File: config.mk
export PLATFORM = sky130hd
export DESIGN_NAME = glyph_rom_streamer_flat
export DESIGN_NICKNAME = d
export VERILOG_FILES = /design/src/rtl/glyph_rom_streamer_pkg.sv /design/src/rtl/glyph_rom_streamer_if.sv /design/src/rtl/glyph_rom_streamer_rom.sv /design/src/rtl/glyph_rom_streamer.sv /design/src/flat_wrapper.sv
export SDC_FILE = /design/constraint.sdc
export NUM_CORES = 1
export LEC_CHECK = 0
export CELL_PAD_IN_SITES_DETAIL_PLACEMENT = 2
export CELL_PAD_IN_SITES_GLOBAL_PLACEMENT = 2
export CORE_UTILIZATION = 40
export CTS_CLUSTER_SIZE = 14
export DETAILED_ROUTE_END_ITERATION = 10
export DONT_BUFFER_PORTS = 1
export GPL_TIMING_DRIVEN = 0
export PLACE_DENSITY_LB_ADDON = 0.05
export SLEW_MARGIN = 15
export SYNTH_ARGS = -nofsm -noshare
export SYNTH_HDL_FRONTEND = slang
export SYNTH_SLANG_ARGS = --single-unit
File: constraint.sdc
create_clock -name clk -period 4.8 [get_ports clk]
set_input_delay 0.72 -clock clk [delete_from_list [all_inputs] [get_ports clk]]
set_output_delay 0.72 -clock clk [all_outputs]
set_load 0.05 [all_outputs]
File: src/rtl/glyph_rom_streamer_pkg.sv
// Shared glyph geometry, the default digit bitmaps and the streamer FSM states.
// Row 0 of each glyph comes first; bit 15 of a row is the leftmost pixel.
package glyph_pkg;
  localparam int GLYPH_W_DEF = 16;
  localparam int GLYPH_H_DEF = 16;
  localparam int DIGIT_COUNT = 10;

  localparam logic [15:0] DIGIT_ROM [DIGIT_COUNT][16] = '{
    '{16'h0000, 16'h07E0, 16'h0FF0, 16'h1C38, 16'h1818, 16'h1818, 16'h1818, 16'h1818,
      16'h1818, 16'h1818, 16'h1818, 16'h1818, 16'h1C38, 16'h0FF0, 16'h07E0, 16'h0000},
    '{16'h0000, 16'h0180, 16'h0380, 16'h0780, 16'h0D80, 16'h0180, 16'h0180, 16'h0180,
      16'h0180, 16'h0180, 16'h0180, 16'h0180, 16'h0180, 16'h07E0, 16'h07E0, 16'h0000},
    '{16'h0000, 16'h07E0, 16'h0FF0, 16'h1C38, 16'h0018, 16'h0038, 16'h0070, 16'h00E0,
      16'h01C0, 16'h0380, 16'h0700, 16'h0E00, 16'h1C00, 16'h1FF8, 16'h1FF8, 16'h0000},
    '{16'h0000, 16'h3FF0, 16'h7FF8, 16'h0007, 16'h0007, 16'h0007, 16'h000E, 16'h03FC,
      16'h0FF8, 16'h1FFF, 16'h000E, 16'h0007, 16'h0007, 16'h7FFE, 16'h3FFC, 16'h0000},
    '{16'h0000, 16'h0070, 16'h00F0, 16'h01B0, 16'h0330, 16'h0630, 16'h0C30, 16'h1830,
      16'h1FFC, 16'h1FFC, 16'h0030, 16'h0030, 16'h0030, 16'h0030, 16'h0030, 16'h0000},
    '{16'h0000, 16'h1FF8, 16'h1FF8, 16'h1800, 16'h1800, 16'h1FE0, 16'h1FF0, 16'h0038,
      16'h0018, 16'h0018, 16'h0018, 16'h0018, 16'h1838, 16'h1FF0, 16'h0FE0, 16'h0000},
    '{16'h0000, 16'h03E0, 16'h07F0, 16'h0E00, 16'h1C00, 16'h1800, 16'h1FE0, 16'h1FF0,
      16'h1C38, 16'h1818, 16'h1818, 16'h1818, 16'h1C38, 16'h0FF0, 16'h07E0, 16'h0000},
    '{16'h0000, 16'h1FF8, 16'h1FF8, 16'h0018, 16'h0030, 16'h0060, 16'h00C0, 16'h0180,
      16'h0300, 16'h0300, 16'h0300, 16'h0300, 16'h0300, 16'h0300, 16'h0300, 16'h0000},
    '{16'h0000, 16'h07E0, 16'h0FF0, 16'h1818, 16'h1818, 16'h1818, 16'h0FF0, 16'h07E0,
      16'h0FF0, 16'h1818, 16'h1818, 16'h1818, 16'h1818, 16'h0FF0, 16'h07E0, 16'h0000},
    '{16'h0000, 16'h07E0, 16'h0FF0, 16'h1C38, 16'h1818, 16'h1818, 16'h1C38, 16'h0FF8,
      16'h07F8, 16'h0018, 16'h0038, 16'h0070, 16'h00E0, 16'h07C0, 16'h0F80, 16'h0000}
  };

  typedef enum logic [1:0] {IDLE, STREAM, DONE} state_t;

  function automatic int idxWidth(input int n);
    return (n > 1) ? $clog2(n) : 1;
  endfunction
endpackage

File: src/rtl/glyph_rom_streamer_if.sv
// Row-streaming valid/ready channel from the glyph streamer to the template-compare stage.
interface glyph_rom_streamer_if
  import glyph_pkg::*;
#(
  parameter int GLYPH_W = GLYPH_W_DEF,
  parameter int RB      = idxWidth(GLYPH_H_DEF)
) ();
  logic               row_valid;
  logic               row_ready;
  logic [GLYPH_W-1:0] row_data;
  logic [RB-1:0]      row_idx;
  logic               row_last;

  modport master (output row_valid, row_data, row_idx, row_last, input row_ready);
  modport slave  (input row_valid, row_data, row_idx, row_last, output row_ready);
endinterface

File: src/rtl/glyph_rom_streamer_rom.sv
// Constant glyph store with two registered read ports; glyph indices past the table read zero.
module glyph_rom
  import glyph_pkg::*;
#(
  parameter int GLYPH_W    = GLYPH_W_DEF,
  parameter int NUM_GLYPHS = DIGIT_COUNT,
  parameter int GB         = idxWidth(NUM_GLYPHS),
  parameter int RB         = idxWidth(GLYPH_H_DEF)
) (
  input  logic               clk,
  input  logic               rst_n,
  input  logic [GB-1:0]      i_a_glyph,
  input  logic [RB-1:0]      i_a_row,
  output logic [GLYPH_W-1:0] o_a_data,
  input  logic [GB-1:0]      i_b_glyph,
  input  logic [RB-1:0]      i_b_row,
  output logic [GLYPH_W-1:0] o_b_data
);
  function automatic logic [GLYPH_W-1:0] fetch(input logic [GB-1:0] g, input logic [RB-1:0] r);
    logic [GLYPH_W-1:0] v;
    v = '0;
    if (int'(g) < NUM_GLYPHS && int'(g) < DIGIT_COUNT)
      v = GLYPH_W'(DIGIT_ROM[g][r]);
    return v;
  endfunction

  always_ff @(posedge clk or negedge rst_n) begin
    if (!rst_n) begin
      o_a_data <= '0;
      o_b_data <= '0;
    end else begin
      o_a_data <= fetch(i_a_glyph, i_a_row);
      o_b_data <= fetch(i_b_glyph, i_b_row);
    end
  end
endmodule

File: src/rtl/glyph_rom_streamer.sv
// Glyph ROM with a free-running display read port and a row-by-row streaming engine.
// The stream read address is steered one cycle ahead so row_data lines up with row_idx.
module glyph_rom_streamer
  import glyph_pkg::*;
#(
  parameter int GLYPH_W    = GLYPH_W_DEF,
  parameter int GLYPH_H    = GLYPH_H_DEF,
  parameter int NUM_GLYPHS = DIGIT_COUNT,
  parameter int MIRROR_EN  = 1,
  localparam int GB        = idxWidth(NUM_GLYPHS),
  localparam int RB        = idxWidth(GLYPH_H)
) (
  input  logic               clk,
  input  logic               rst_n,
  input  logic [GB-1:0]      disp_glyph,
  input  logic [RB-1:0]      disp_row,
  output logic [GLYPH_W-1:0] disp_data,
  input  logic               start,
  input  logic [GB-1:0]      start_glyph,
  input  logic               mirror,
  input  logic               abort,
  output logic               busy,
  output logic               err,
  output logic               done,
  glyph_rom_streamer_if.master strm
);
  state_t             r_state, w_next;
  logic [GB-1:0]      r_glyph;
  logic               r_mirror;
  logic [RB-1:0]      r_row;
  logic               r_err;
  logic               w_in_range, w_accept, w_hs, w_last;
  logic [GB-1:0]      w_rd_glyph;
  logic [RB-1:0]      w_rd_row;
  logic [GLYPH_W-1:0] w_rom_row, w_row_out;

  assign w_in_range = int'(start_glyph) < NUM_GLYPHS;
  assign w_accept   = (r_state == IDLE) & start & w_in_range;
  assign w_hs       = (r_state == STREAM) & strm.row_ready;
  assign w_last     = (r_row == RB'(GLYPH_H - 1));

  // Next state plus the address the stream port must read for the following cycle.
  always_comb begin
    w_next     = r_state;
    w_rd_glyph = r_glyph;
    w_rd_row   = r_row;
    unique case (r_state)
      IDLE: begin
        w_rd_glyph = start_glyph;
        w_rd_row   = '0;
        if (w_accept) w_next = STREAM;
      end
      STREAM: begin
        if (abort) begin
          w_next = IDLE;
        end else if (w_hs) begin
          if (w_last) w_next = DONE;
          else        w_rd_row = r_row + 1'b1;
        end
      end
      DONE:    w_next = IDLE;
      default: w_next = IDLE;
    endcase
  end

  always_ff @(posedge clk or negedge rst_n) begin
    if (!rst_n) begin
      r_state  <= IDLE;
      r_glyph  <= '0;
      r_mirror <= 1'b0;
      r_row    <= '0;
      r_err    <= 1'b0;
    end else begin
      r_state <= w_next;
      r_err   <= (r_state == IDLE) & start & ~w_in_range;
      if (w_accept) begin
        r_glyph  <= start_glyph;
        r_mirror <= mirror & (MIRROR_EN != 0);
        r_row    <= '0;
      end else if (w_hs && !abort && !w_last) begin
        r_row <= r_row + 1'b1;
      end
    end
  end

  glyph_rom #(
    .GLYPH_W    (GLYPH_W),
    .NUM_GLYPHS (NUM_GLYPHS),
    .GB         (GB),
    .RB         (RB)
  ) u_rom (
    .clk       (clk),
    .rst_n     (rst_n),
    .i_a_glyph (disp_glyph),
    .i_a_row   (disp_row),
    .o_a_data  (disp_data),
    .i_b_glyph (w_rd_glyph),
    .i_b_row   (w_rd_row),
    .o_b_data  (w_rom_row)
  );

  // Mirroring touches only the stream path; the display port always sees the stored row.
  always_comb begin
    w_row_out = w_rom_row;
    if (r_mirror)
      for (int i = 0; i < GLYPH_W; i++) w_row_out[i] = w_rom_row[GLYPH_W-1-i];
  end

  assign strm.row_valid = (r_state == STREAM);
  assign strm.row_data  = w_row_out;
  assign strm.row_idx   = r_row;
  assign strm.row_last  = (r_state == STREAM) & w_last;
  assign busy           = (r_state == STREAM);
  assign done           = (r_state == DONE);
  assign err            = r_err;
endmodule

File: src/flat_wrapper.sv
// flat-port wrapper written by rule: the top's interface ports become plain ports
module glyph_rom_streamer_flat import glyph_pkg::*;
#(
  parameter int GLYPH_W    = GLYPH_W_DEF,
  parameter int GLYPH_H    = GLYPH_H_DEF,
  parameter int NUM_GLYPHS = DIGIT_COUNT,
  parameter int MIRROR_EN  = 1,
  localparam int GB        = idxWidth(NUM_GLYPHS),
  localparam int RB        = idxWidth(GLYPH_H)
)
  (clk, rst_n, disp_glyph, disp_row, disp_data, start, start_glyph, mirror, abort, busy, err, done, strm_row_valid, strm_row_data, strm_row_idx, strm_row_last, strm_row_ready);
  glyph_rom_streamer_if #(.GLYPH_W(GLYPH_W), .RB(4)) strm_i ();
  input  logic clk;
  input  logic rst_n;
  input  logic [GB-1:0] disp_glyph;
  input  logic [RB-1:0] disp_row;
  output logic [GLYPH_W-1:0] disp_data;
  input  logic start;
  input  logic [GB-1:0] start_glyph;
  input  logic mirror;
  input  logic abort;
  output logic busy;
  output logic err;
  output logic done;
  output wire logic [$bits(strm_i.row_valid)-1:0] strm_row_valid;
  output wire logic [$bits(strm_i.row_data)-1:0] strm_row_data;
  output wire logic [$bits(strm_i.row_idx)-1:0] strm_row_idx;
  output wire logic [$bits(strm_i.row_last)-1:0] strm_row_last;
  input wire logic [$bits(strm_i.row_ready)-1:0] strm_row_ready;
  assign strm_row_valid = strm_i.row_valid;
  assign strm_row_data = strm_i.row_data;
  assign strm_row_idx = strm_i.row_idx;
  assign strm_row_last = strm_i.row_last;
  assign strm_i.row_ready = strm_row_ready;
  glyph_rom_streamer #(.GLYPH_W(GLYPH_W), .GLYPH_H(GLYPH_H), .NUM_GLYPHS(NUM_GLYPHS), .MIRROR_EN(MIRROR_EN)) u_core (.clk(clk), .rst_n(rst_n), .disp_glyph(disp_glyph), .disp_row(disp_row), .disp_data(disp_data), .start(start), .start_glyph(start_glyph), .mirror(mirror), .abort(abort), .busy(busy), .err(err), .done(done), .strm(strm_i));
endmodule
---- Yosys cells after proc, flatten, opt, wreduce, memory -nomap -nowiden ----
Memories as Yosys holds them, arrays and structs flattened.
Cells that the tools add are included.
operators by class
  multiplexer cells ....................... 25
  add/subtract/negate cells ............... 1
  equal/unequal tests ..................... 6
  reductions and logical operators ........ 7
  order comparisons ....................... 7
  bitwise logic cells ..................... 10
operator list
  operator               count
  $mux W256              4
  $bmux W16 S4           2
  $mux W16               7
  $mux W4                6
  $ge A5 B5 Y1 const B   4
  $not A4 Y5             4
  $lt A4 B4 Y1 const B   3
  $mux W2                4
  $pmux W4 S2            1
  $ne A3 B2 Y1 const B   2
  $and A1 B1 Y1          5
  $add A4 B1 Y4 const B  1
  $eq A4 B4 Y1 const B   1
  $pmux W2 S2            1
  $reduce_and A3 Y1      1
  $eq A2 B1 Y1 const B   1
  $eq A2 B2 Y1 const B   1
  $logic_and A1 B1 Y1    2
  $logic_not A1 Y1       2
  $logic_not A2 Y1       1
  $ne A2 B1 Y1 const B   1
  $reduce_bool A2 Y1     1
  $not A1 Y1             1
word-level totals
  flip-flop bits (word level) ............. 44
  ROM bits ................................ 8192
  output and inout port bits .............. 41
  memories kept ........................... 2
  logic and storage cells ................. 65
memory list
  memory           words  bits a word  read ports  clocked after Yosys merged registers in  wr ports  RTL line                      RTL
  (no name shown)  16     256          1           0                                        0         glyph_rom_streamer_rom.sv:23  v = GLYPH_W'(DIGIT_ROM[g][r]);
  (no name shown)  16     256          1           0                                        0         glyph_rom_streamer_rom.sv:23

---- Logic depth before layout (Yosys ltp) ----
  depth in word-level cells ............... 10
  depth in mapped cells ................... 13

---- By module ----
Synthesis repeated with hierarchy kept, for this count alone.
second synthesis, totals
  cells, all modules ...................... 787
  area, all modules ....................... 5683.0 sq um
modules (own cells, without submodules)
  module              cells an instance  area each (sq um)  instances
  glyph_rom           698                4797.1             1
  glyph_rom_streamer  89                 885.8              1

---- Least setup slack after synthesis ----
OpenSTA, ideal clock, no wires.
  kind .................................... reg2reg
  from .................................... register u_core.r_state[1]
  to ...................................... register u_core.u_rom.o_b_data[11]
  required time ........................... 4699 ps
  slack ................................... 1928 ps
  data arrival time ....................... 2771 ps
  stages on the path, launching flop included .. 14
  path through ............................ dfrtp_1 or2_1 buf_6 mux2_4 inv_2 ha_1 clkbuf_1 or3b_1 clkbuf_1 o211ai_1 nor2_1 nor3_1 a311oi_1 nor4_1
on the way
  word-level cells in the longest chain between the ends .. 10
ends and longest elaborated chain
  item                                                            RTL line                                                RTL
  from (decl)                                                     glyph_rom_streamer.sv:27                                state_t r_state, w_next;
  from (signal assigned)                                          glyph_rom_streamer.sv:74                                r_state <= w_next;
  $logic_not A2 Y1 or $eq A2 B1 Y1 (tied branches)                glyph_rom_streamer.sv:47, glyph_rom_streamer.sv:39
  $mux W4 or $and A1 B1 Y1 (tied branches)                        glyph_rom_streamer.sv:47, glyph_rom_streamer.sv:39
  $not A4 Y5 (implied by the code) or $mux W4 (tied branches)     glyph_rom_streamer_rom.sv:23, glyph_rom_streamer.sv:56
  $mem_v2 Z16 W256 or $mux W4 (tied branches)                     n/a
  $mux W256 (implied by the code) or $pmux W4 S2 (tied branches)  glyph_rom_streamer_rom.sv:23, glyph_rom_streamer.sv:47
  $mux W256 (implied by the code) or $not A4 Y5 (tied branches)   glyph_rom_streamer_rom.sv:23
  $bmux W16 S4                                                    glyph_rom_streamer_rom.sv:23
  $mux W16 (implied by the code) (2 in series)                    glyph_rom_streamer_rom.sv:23
  $mux W16 *                                                      glyph_rom_streamer_rom.sv:22                            if (int'(g) < NUM_GLYPHS && int'(g) < DIGIT_COUNT)
  to (signal assigned)                                            glyph_rom_streamer_rom.sv:33                            o_b_data <= fetch(i_b_glyph, i_b_row);
  to (decl)                                                       glyph_rom_streamer_rom.sv:17                            output logic [GLYPH_W-1:0] o_b_data
Every way passes the cells marked *; elsewhere a longest branch is shown, timed or not. The select of a mux whose other input is x is not followed.
A chain may end at the register's enable or synchronous reset.

---- Worst setup path after layout ----
  from .................................... register u_core.r_state[1]
  to ...................................... register u_core.u_rom.o_b_data[7]
The elaborated chain is that of the path after synthesis.

==> results_dict.tcl <==
set metrics [dict create \
    io_pins 59 \
    clkSlewWorstSetupHoldPaths_ns 0.06 \
    powerDensity_nw_per_um2 312.4 \
    synth_compound_area_share_pct 37.21 \
    slew_violations 0 \
    grt_pass1_vias 7532 \
    wl_met3_mm 4.334 \
    route.top_layer_used "met5" \
    crit_type "flop to flop" \
    drt-met1-wl_mm 13.21 \
    synth_xor_area_share_pct 0.4826 \
    grt_pass1_wl_mm 48.13 \
    insertion_delay_ns 0.28 \
    synth-main-ff-cell "dfrtp_1" \
    detail_route.first_pass.iterations 5 \
    hpwl_mm 24.03 \
    core_sq_um 13240 \
    htree_levels 2 \
    ys_ff_latch 42 \
    cts_buffer_depth 2 \
    setup_viol 0 \
    post_drt_wl_per_cell_um 32.78 \
    fin_nets 833 \
    via_per_inst 7.479 \
    syn-num-nets 826 \
    synth_warnings 0 \
    required_ns 4.87 \
    cts_tree "done" \
    grt_max_degree 43 \
    min_period_over_period_pct 89.34 \
    grtUsageTotal_pct 45.41 \
    drt_iter0_drc 1142 \
    cts_sinks 42 \
    antenna_cells 0 \
    post-route-min-period_ns 4.288 \
    p_total_mw 1.812 \
    ys_seq_area_share_pct 19.31 \
    antenna_found_initial 1 \
    netlist_area_sq_um 5444 \
    worstHoldPathType "primary input to async pin" \
    tightest_slew_ns 1.167 \
    num_vias 7314 \
    ant_nets 0 \
    global_route.overflow_total 0 \
    timing.rr.start "u_core.r_state[1]" \
    ys_async_sr_fraction_pct 100.0 \
    ctsResizeCount 0 \
    cap_violations 0 \
    skew_ns 0.002782 \
    wl_met2_mm 13.29 \
    clock.fmax_ghz 0.2332 \
    outcome "completed" \
    mostFrequentLayoutCell "nand2_1" \
    drive_gt1_share_pct 7.481 \
    endpoint_kind "flop" \
    die_w_um 118.7 \
    avgSynthCellArea_sq_um 6.848 \
    critPathMaxFanout 11 \
    place.gp.congestion 1.054 \
    synthAdderAreaFrac_pct 2.988 \
    area_growth_pct 6.527 \
    fp.dieArea_sq_um 14080 \
    post_cts_buffers 0 \
    leakagePower_nw 2.251 \
    syn_inst 795 \
    cts_hold_buf 0 \
    rows 42 \
    arrival_ns 4.36 \
    irDropWorstVdd_mv 0.1357 \
    ys_types 79 \
    synth_edf_count 0 \
    finalSetupTns_ns 0 \
    die_y_um 118.7 \
    post-route-util_pct 43.79 \
    most-common-layout-cells "109 x nand2_1, 85 x nor2_1, 82 x a21oi_1" \
    crit_start "u_core.r_state[1]" \
    cts_root_buffer "clkbuf_16" \
    synth_simple_gate_area_share_pct 27.24 \
    synth.area.mux_share_pct 5.286 \
    crit_path_start_kind "flop" \
    hold_viol 0 \
    maxSlewHeadroom_pct 22.00 \
    port_buffers 0 \
    remaining_drc_errors 0 \
    numCtsBuffers 5 \
    floorplan.initialDensity_pct 41.11 \
    grt_setup_unrepaired "false" \
    route.final.wire_length_mm 32.06 \
    synth_top_family_by_area "compound AO/OA/AOI/OAI gates" \
]
==> worst max-delay path: stages (launching register included) <==
cell and delay (ns):
dfrtp_1 0.44, or2_1 0.27, buf_6 0.15, mux2_4 0.40
inv_2 0.21, ha_1 0.19, clkbuf_1 0.45, nand2_1 0.33
a21o_1 0.29, a21oi_1 0.16, o22ai_1 0.12, a2111oi_1 1.04
==> Yosys cell counts, types with 7 or more instances <==
master,number,share of area (%)
a211oi_1,20,2.8
a21o_1,10,1.4
a21oi_1,82,7.5
a311oi_1,9,1.4
a31oi_1,15,1.7
and2_1,8,0.92
and3_1,8,0.92
buf_1,8,0.55
buf_2,14,1.3
buf_4,7,0.97
clkbuf_1,44,3.0
dfrtp_1,42,19
ha_1,13,3.0
inv_1,11,0.76
mux2_2,16,3.3
mux2i_1,7,1.3
nand2_1,109,7.5
nand3_1,23,2.1
nor2_1,85,5.9
nor2b_1,9,1.0
nor3_1,19,1.7
nor4_1,8,0.92
o211ai_1,17,2.3
o21ai_0,59,5.4
o21ai_1,10,0.92
o221ai_1,7,1.1
o22ai_1,10,1.1
o311ai_0,8,1.3
==> routing by layer <==
layer / vias to the layer above / global-route usage (%)
met5: - / 0
met4: 2 / 17.56
met3: 103 / 13.42
met2: 599 / 66.12
met1: 3641 / 62.45
li1: 2969 / -
==> flip-flops by register name (all words and copies together), names as in the netlist <==
name                   flops
u_core.r_state             2
u_core.r_glyph             4
u_core.r_mirror            1
u_core.u_rom.o_b_data     15
u_core.u_rom.o_a_data     15
u_core.strm.row_idx        4
u_core.err                 1
==> through the flow <==
step	setup WS [ns]	std cells	cell area, sq um	hold slack [ns]
2_1_floorplan	1.928	795	5444	0.4244
3_3_place_gp	0.9359	971	5664	0.4251
3_5_place_dp	0.8102	971	5664	0.4256
4_1_cts	0.7896	978	5799	0.1252
5_1_grt	0.5163	978	5799	0.1212
6_report	0.5116	978	5799	0.1304
==> area by class of cell <==
type | count | area [sq um]
plain buffers | 76 | 351.6
fillers | 1611 | 7443
clock inverters | 2 | 10.01
multi-input cells | 663 | 3989
flip-flops and latches | 42 | 1051
clock buffers | 5 | 125.1
well taps | 176 | 220.2
inverters | 14 | 52.55
==> where the power goes <==
part           internal [mW]  total [mW]  switching, mW
Clock                  0.188       0.321          0.133
Combinational          0.269        1.01          0.739
Sequential             0.391       0.483         0.0915
==> final timing paths <==
kind	cells after the start	slack (ns)	end
max in group asynchronous	0	4.58	u_core.u_rom.o_b_data[8]
hold / removal	0	0.13	u_core.u_rom.o_a_data[3]
hold reg to reg	1	0.57	u_core.r_glyph[3]
min in group clk	1	0.57	u_core.r_glyph[3]
setup reg to reg	11	0.51	u_core.u_rom.o_b_data[7]
setup / recovery	11	0.51	u_core.u_rom.o_b_data[7]
==> kinds of logic after synthesis <==
kind of cell / count (synthesis)
xor gates and xnor gates: 3
AOI/OAI and AO/OA: 310
and+or+nand+nor: 311
buffers and inverters: 90
muxes: 25
other: 1
adders and majority gates: 13
DFF: 42
No activity file was read; power rests on OpenSTA's default activity.
==> patch (same flow settings) <==
`o_a_data` no longer has a reset.
--- a/src/rtl/glyph_rom_streamer_rom.sv
+++ b/src/rtl/glyph_rom_streamer_rom.sv
@@ -26,12 +26,14 @@
 
   always_ff @(posedge clk or negedge rst_n) begin
     if (!rst_n) begin
-      o_a_data <= '0;
       o_b_data <= '0;
     end else begin
-      o_a_data <= fetch(i_a_glyph, i_a_row);
       o_b_data <= fetch(i_b_glyph, i_b_row);
     end
   end
+
+  always_ff @(posedge clk) begin
+    o_a_data <= fetch(i_a_glyph, i_a_row);
+  end
 endmodule
 
Function: not settled (the Yosys comparison gave no result); the edit may change what the design does.
==> patch against the unedited design <==
The run now ends with DRC left. Wire length rose by 11%. Sequential cell count did not move. Final area barely moved. Hold slack got worse by 0.032 ns. Clock skew rose by 0.012 ns. Critical path depth did not move. Power rose by 11%. Setup slack got worse by 0.48 ns. Area after synthesis fell by 1.3%. Count of clock-buffer cells in the layout rose by 2. Synthesized cell count rose by 0.25%. Critical path type unchanged.
==> patch: results (changes against the unedited design) <==
Run status
  • Outcome: finished, violations left
  • Failing checks: DRC

Place
  • Area post-placement: 5590 sq um (-1.3%)
  • Dpl ws: 0.0645 ns (-0.746 ns)
  • Placed Cells: 969 (-0.21%)
  • DP HPWL: 24300 um (+1.2%)
  • Final GP Congestion: 1.04 (-1.7%)

Power and ir drop
  • Comb. pwr: 1.06 mW (+5%)
  • Pwr dens: 347 nW/um^2 (+11%)
  • Clock group share of total power: 23.0% (+5.3 points)
  • Lkg Pwr: 2.17 nW (-3.7%)
  • Int Power: 0.957 mW (+13%)

Critical path
  • WP data arrival: 4.92 ns (+0.56 ns)
  • CP max stage cell: mux2i_2

Logic synthesis
  • Synth Net Count: 829 (+0.36%)
  • Syn Inst Count: 797 (+0.25%)
  • Post-synth cell types: 81 (+2.5%)
  • Fraction of registers with async set/reset: 64.3% (-36 points)
  • Synth top area cells: dfrtp_1, o21ai_0, a21oi_1
  • Post-synthesis sequential area ratio: 18.2% (-1.1 points)
  • Most frequent cells after synthesis: nand2_1, nor2_1, o21ai_0

Cells and area
  • Non-filler cells, final: 977 (-0.10%)
  • NumNets Final: 836 (+0.36%)
  • Layout cells sized above 1: 8.45% (+0.97 points)
  • Fill count: 1550 (-3.8%)
  • Area delta synth->final: 7.87%

Detailed routing
  • 1st-pass router iterations: 9 (+4)
  • Initial DRC count: 1339 (+17%)
  • # DRC: 1 (+1)

Global routing
  • Largest net degree at the start of global routing: 28 (-35%)
  • Initial antenna violation count: 3 (+2)

CTS
  • Worst-path clk slew: 0.08 ns (+0.02 ns)

Hold path
  • Min-delay worst type: in -> async

STA
  • Worst Clk Skew: 0.0151 ns (+0.0123 ns)
-- patch: cell count changes in the layout (fill, tap and decap cells not counted), sizes merged, moves of 5 or more --
cell / before / now
o31a: 0 / 7
o21ai: 69 / 82
o221ai: 7 / 2
nand2: 109 / 94
nor2b: 9 / 17
nor2: 89 / 80
a21o: 10 / 4
nand2b: 6 / 13
dfxtp: 0 / 15
o31ai: 5 / 10
dfrtp: 42 / 27
a211oi: 20 / 26
a21oi: 82 / 72
-- patch: layout make-up --
cell class	instances	area share, %
buffer	80	5.87
clock buffer	7	2.83
clock inverter	1	0.518
inverter	16	1.04
multi-input combinational	659	69.2
sequential	42	16.8
tap	172	3.71
-- patch: routing by layer --
layer / vias up / global-route usage (%) / part of all wire (%)
li1: 2987 / - / -
met1: 3815 / 64.9 / 39
met2: 713 / 74.8 / 42
met3: 217 / 17.8 / 14
met4: 2 / 23.6 / 5.4
met5: - / 0 / 0.037
-- patch: final timing paths --
check,from,end,depth (start not counted)
hold reg to reg,u_core.r_glyph[2],u_core.r_glyph[2],3
hold / removal,rst_n,u_core.u_rom.o_b_data[7],0
max in group asynchronous,rst_n,u_core.u_rom.o_b_data[14],0
setup reg to reg,u_core.r_state[0],u_core.u_rom.o_b_data[5],11
min in group clk,mirror,u_core.r_mirror,2
setup / recovery,u_core.r_state[0],u_core.u_rom.o_b_data[5],11
-- patch: cell families after synthesis --
kind of cell / after synthesis / share of synthesized area [%]
buffers and inverters: 96 / 7.45
AO/OA/AOI/OAI: 322 / 39.1
flip-flops: 42 / 18.2
XOR/XNOR: 3 / 0.489
adder cells (fa/ha/maj): 14 / 3.26
other: 1 / 0.0698
multiplexers: 23 / 4.94
AND/OR/NAND/NOR: 296 / 26.5
